## src/rtl/serial_subtractor.sv

```systemverilog
// rtl/serial_subtractor.sv - multi-cycle subtractor, CHUNK bits per clock, LSB chunk first
// Result and final borrow are published only at the last step; start is honoured in IDLE only.
module serial_subtractor #(
    parameter int WIDTH = 8,
    parameter int CHUNK = 1
) (
    input  logic             clk,
    input  logic             rst,
    input  logic             start,
    input  logic [WIDTH-1:0] a,
    input  logic [WIDTH-1:0] b,
    input  logic             bin,
    output logic             busy,
    output logic             done,
    output logic [WIDTH-1:0] diff,
    output logic             bout
);
    localparam int N  = WIDTH / CHUNK;
    localparam int CW = (N > 1) ? $clog2(N) : 1;
    localparam logic [CW-1:0] LAST = CW'(N - 1);

    if (WIDTH < 1 || CHUNK < 1 || (WIDTH % CHUNK) != 0) begin : g_bad_params
        $error("serial_subtractor: WIDTH must be a positive multiple of CHUNK");
    end

    typedef enum logic [1:0] {IDLE, BUSY, DONE} state_t;

    state_t           state_q, state_d;
    logic [CW-1:0]    cnt_q, cnt_d;
    logic [WIDTH-1:0] a_q, a_d;
    logic [WIDTH-1:0] b_q, b_d;
    logic             br_q, br_d;
    logic [WIDTH-1:0] shadow_q, shadow_d;
    logic [WIDTH-1:0] diff_q, diff_d;
    logic             bout_q, bout_d;
    logic [CHUNK:0]   step;

    always_ff @(posedge clk) begin
        if (rst) begin
            state_q  <= IDLE;
            cnt_q    <= '0;
            a_q      <= '0;
            b_q      <= '0;
            br_q     <= 1'b0;
            shadow_q <= '0;
            diff_q   <= '0;
            bout_q   <= 1'b0;
        end else begin
            state_q  <= state_d;
            cnt_q    <= cnt_d;
            a_q      <= a_d;
            b_q      <= b_d;
            br_q     <= br_d;
            shadow_q <= shadow_d;
            diff_q   <= diff_d;
            bout_q   <= bout_d;
        end
    end

    always_comb begin
        state_d = state_q;
        case (state_q)
            IDLE:    if (start) state_d = BUSY;
            BUSY:    if (cnt_q == LAST) state_d = DONE;
            DONE:    state_d = IDLE;
            default: state_d = IDLE;
        endcase
    end

    // Operands shift right so the active chunk always sits in the low CHUNK bits;
    // the top bit of the (CHUNK+1)-bit difference is the chunk's borrow-out.
    always_comb begin
        step     = {1'b0, a_q[CHUNK-1:0]} - {1'b0, b_q[CHUNK-1:0]} - {{CHUNK{1'b0}}, br_q};
        cnt_d    = cnt_q;
        a_d      = a_q;
        b_d      = b_q;
        br_d     = br_q;
        shadow_d = shadow_q;
        diff_d   = diff_q;
        bout_d   = bout_q;
        case (state_q)
            IDLE: begin
                if (start) begin
                    a_d      = a;
                    b_d      = b;
                    br_d     = bin;
                    cnt_d    = '0;
                    shadow_d = '0;
                end
            end
            BUSY: begin
                a_d      = a_q >> CHUNK;
                b_d      = b_q >> CHUNK;
                br_d     = step[CHUNK];
                shadow_d = (shadow_q >> CHUNK) | (WIDTH'(step[CHUNK-1:0]) << (WIDTH - CHUNK));
                cnt_d    = cnt_q + 1'b1;
                if (cnt_q == LAST) begin
                    diff_d = shadow_d;
                    bout_d = step[CHUNK];
                end
            end
            default: ;
        endcase
    end

    always_comb begin
        busy = (state_q != IDLE);
        done = (state_q == DONE);
    end

    assign diff = diff_q;
    assign bout = bout_q;

endmodule

```

## config.mk

```make
export PLATFORM = sky130hd
export DESIGN_NAME = serial_subtractor
export DESIGN_NICKNAME = d
export VERILOG_FILES = /design/src/rtl/serial_subtractor.sv
export SDC_FILE = /design/constraint.sdc
export NUM_CORES = 1
export LEC_CHECK = 0
export ABC_AREA = 0
export CAP_MARGIN = 20
export CORE_MARGIN = 5
export CORE_UTILIZATION = 45
export CTS_CLUSTER_SIZE = 16
export DETAILED_ROUTE_END_ITERATION = 7
export PLACE_DENSITY = 0.72
export SYNTH_ARGS = -nofsm -noshare
export SYNTH_HDL_FRONTEND = slang
export SYNTH_SLANG_ARGS = --single-unit
```

## constraint.sdc

```tcl
create_clock -name clk -period 3.85 [get_ports clk]
set_input_delay 1.155 -clock clk [delete_from_list [all_inputs] [get_ports clk]]
set_output_delay 1.155 -clock clk [all_outputs]
set_load 0.01 [all_outputs]
```

[Yosys cells after proc, flatten, opt, wreduce, memory -nomap -nowiden]
Index checks and enable logic that the tools add are counted.
Word-level totals
  flip-flop bits (word level): 39
  latch bits: 0
  bits in writable memories: 0
  ROM bits: 0
  input port bits: 20
  memories kept: 0
Cells by class
  $add $sub $neg: 3
  $mul: 0
  div/mod/pow operators: 0
  order comparisons: 0
  equal/unequal tests: 5
  shifts and indexed selects: 0
  mux-type cells: 13
  bitwise logic cells: 1
  reduce and logical (&&, ||, !) cells: 6
Operator list (number)
  $pmux 8 s2: 3
  $mux 8: 3
  $or 7x8->8: 1
  $pmux 3 s2: 1
  $reduce_and 2->1: 3
  $mux 2: 2
  $ne 2x2->1 const B: 2
  $pmux 2 s2: 1
  $reduce_bool 2->1: 2
  $add 3x1->3 const B: 1
  $eq 3x3->1 const B: 1
  $mux 3: 1
  $eq 2x1->1 const B: 1
  $eq 2x2->1 const B: 1
  $logic_not 2->1: 1
  $pmux 1 s2: 1
  $sub 1x1->2: 1
  $sub 2x1->2: 1
  $mux 1: 1

[Logic depth before layout (Yosys ltp)]
  depth in word-level cells: 4
  mapped depth: 6
  mapped depth without buffers: 5

[Worst setup path before layout]
OpenSTA, ideal clock, no wires.
  path type: register -> output
  from: reg state_q[1]
  to: out done
  arrival: 693 ps
  path slack: 2002 ps
  cell stages (with the launch flop): 2
  path buffers: 0
  cell sequence: dfxtp_1 nor2b_1
On the way
  longest elaborated chain between the ends: 1
Ends and longest elaborated chain
  start: declaration: line 28  | state_t state_q, state_d;
  start signal: assignment: line 49  | state_q <= state_d;
  $eq 2x2->1: line 108  | done = (state_q == DONE);
  end: declaration: line 14  | output logic done,
Every way passes these cells.

[Worst setup path in the final report]
Same ends and word-level chain as after synthesis.

==> key figures <==
Critical path
  • Critical path, cell by cell: nor2b_1, clkdlybuf4s50_1
  • Delay of the slowest critical-path stage: 550 ps
  • Beginning of the worst register-to-register path: state_q[0]
  • Logic depth of the worst path, buffers included: 2
  • CP endpoint kind: primary output
  • CP Buf/Inv Count: 1
  • Reg-to-reg endpoint: b_q[2]
  • Critical path arrival: 1550 ps
  • Top cell family by delay on the critical path: buffers and inverters
  • CP max FO: 8
  • Worst path slowest cell: clkdlybuf4s50_1
  • Register-to-register setup slack: 2140 ps
  • CP required: 2690 ps
  • Critical path class: reg2out
  • Worst Setup Start Kind: register
  • Worst R2R Path Depth: 3

Routing
  • Met3 wire length: 104 um
  • DRC viols: 0
  • Post-DR vias/cell: 5.15
  • Met2 WL: 1490 um
  • Post-DR wirelength/cell: 13.1 um
  • Max Used Layer: met4
  • Initial DRC count: 58
  • Vias: 1226
  • Metal-1 WL: 1470 um
  • Post-DRT Antenna Nets: 0
  • WL final: 3120 um
  • DR pass1 iterations: 4

Synthesis
  • XOR/XNOR Fraction of Synth Area: 0
  • Mean Syn Cell Area: 9.82 sq um
  • Top cells by area, synth: dfxtp_1 47%, a21oi_2 6.5%, o221a_1 6.3%
  • Synth Area in Adders: 0.0278
  • Simple-Gate Fraction of Synth Area: 0.115
  • Main combinational cell family by area after synthesis: compound AO/OA/AOI/OAI gates
  • Cell Area, Synth: 0.00162 sq mm
  • Distinct cells, synth: 26
  • Synth Area in Compound Gates: 0.259
  • Post-synth top area cell: dfxtp_1
  • Register area share after synthesis: 0.469
  • Yosys Warn Count: 0
  • Register bit count reported by yosys: 38
  • Post-synth top area share: 0.469
  • Post-synthesis mux area share: 0.0185
  • Synth Net Count: 188
  • Syn Inst Count: 165

Global route
  • First-pass GRT wire length: 5510 um
  • Grt total ovfl: 0
  • Gr usage total: 0.136
  • Initial antenna violation count: 0
  • Vias in the first global route: 1247
  • Largest net degree at the start of global routing: 34

Cells and area
  • # diodes: 0
  • Share of layout cells above drive strength 1: 0.156
  • Fillers: 297
  • Area Overhead vs Synth: 21.0%
  • Reg area: 761 sq um
  • Layout Nets: 214
  • Footprint of the multi-input gates: 681 sq um
  • Fin cells: 238

Floorplan
  • Die area: 0.00490 sq mm
  • Ports: 31
  • Cell Rows: 21
  • Initial Util: 0.474
  • Core area: 0.00342 sq mm
  • Die height: 70.0 um
  • Die boundary width: 70.0 um

Timing
  • Setup TNS: 0 ps
  • WHS: 461 ps
  • Slew headroom: 0.425
  • Unrepaired setup endpoints after global routing: false
  • Final period util: 0.702
  • Clock skew: 14.2 ps
  • FMAX: 370 MHz
  • Endpoints failing hold: 0
  • Final Critical Period: 2700 ps
  • Worst Tran Pin Value: 861 ps
  • Max-slew violations: 0
  • Fin worst setup slack: 1150 ps
  • # setup viols final: 0

Pwr
  • Leak pwr: 0.720 nW
  • Pwr dens: 398 mW/mm^2
  • Worst IR Drop VDD: 0.171 mV

Placed design
  • Pre-CTS setup slack: 1170 ps
  • Port bufs: 30
  • Global placer's final weighted congestion: 0.714
  • Placed Instances: 230
  • DP Wirelength: 2220 um

CTS
  • CTS buffer count: 5
  • Cells resized by post-CTS repair: 0
  • Max Root-Sink Buffers: 2
  • CTS sink cnt: 38
  • Post-CTS Setup Bufs: 0
  • Clock Latency Late Sink: 340 ps
  • H-Tree Level Count: 2
  • CTS tree: built
  • Clk pin slew, worst setup/hold paths: 100 ps
  • Post-CTS Hold Buffers: 0
  • Root buf cell: clkbuf_4

Run status
  • Status: completed

Min path
  • Min-delay worst type: reg2reg
  • WHS Endpoint: diff[1]
  • HP Start: diff[1]
  • Hold path cells: 2

Flow run
  • MaxCap Viol Count: 0
==> metal layers <==
layer / vias up / global-route usage
li1: 625 / -
met1: 574 / 0.168
met2: 22 / 0.222
met3: 5 / 0.0387
met4: 0 / 0.0574
met5: - / 0
==> registers in the layout, indices dropped and copies added, names as in the netlist <==
signal,count
a_q,8
b_q,8
bout,1
br_q,1
cnt_q,3
diff,8
shadow_q,7
state_q,2
==> placed cells by master (no fill, tap or decap), drive strengths merged <==
cell type and n:
fa 1, o221a 15, nor3b 1, ha 2
dfxtp 38, nor2 17, a21oi 23, nor2b 2
o21bai 1, nand3b 1, mux2i 3, nand3 8
a22oi 11, bufinv 1, clkdlybuf4s50 30, nand2 9
nor3 1, clkbuf 7, buf 2, inv 19
==> logic make-up (layout without fill, tap and decap cells) <==
group / after synthesis / count (layout)
buffers and inverters: 32 / 59
adders and majority gates: 3 / 3
muxes: 3 / 3
DFF: 38 / 38
and+or+nand+nor: 39 / 39
AOI/OAI and AO/OA: 50 / 50
==> area by class of cell <==
| class | instances | area share |
|---|---|---|
| inverters | 19 | 0.0364 |
| flip-flops and latches | 38 | 0.388 |
| well taps | 46 | 0.0294 |
| repair buffers | 32 | 0.161 |
| multi-input cells | 95 | 0.347 |
| clock inverters | 1 | 0.0153 |
| clock buffers | 7 | 0.0230 |
==> synth_stat cells (all sizes together) <==
| cell type | number |
|---|---|
| dfxtp | 38 |
| a21oi | 23 |
| inv | 19 |
| nor2 | 17 |
| o221a | 15 |
| a22oi | 11 |
| buf | 11 |
| nand2 | 9 |
| nand3 | 8 |
| mux2i | 3 |
| clkbuf | 2 |
| ha | 2 |
| nor2b | 2 |
| fa | 1 |
| nand3b | 1 |
| nor3 | 1 |
| nor3b | 1 |
| o21bai | 1 |
==> tightest hold or removal path, cell delays in order, from the launching register on <==
cell     delay, ps
dfxtp_1        320
nand2_1         50
a21oi_1         50
==> metrics by stage <==
stage | area, sq um | utilization | power [mW]
finish | 1960 | 0.574 | 0.781
global route | 1960 | 0.574 | 0.824
CTS | 1960 | 0.574 | 0.793
detailed placement | 1890 | 0.552 | 0.529
global placement | 1890 | 0.552 | 0.526
floorplan | 1620 | - | 0.503
==> worst max-delay path by stage <==
stage	start	end	slack (ps)
global placement	start	cnt_q[0]	1230
CTS	state_q[1]	done	1100
finish	state_q[1]	done	1150
global route	state_q[1]	done	1040
floorplan	state_q[1]	done	2000
detailed placement	start	shadow_q[7]	1170
==> power breakdown <==
group | switching (mW) | internal [mW]
clock network | 0.124 | 0.138
registers | 0.0117 | 0.411
logic | 0.0476 | 0.0488
No activity file was read; power rests on OpenSTA's default activity.
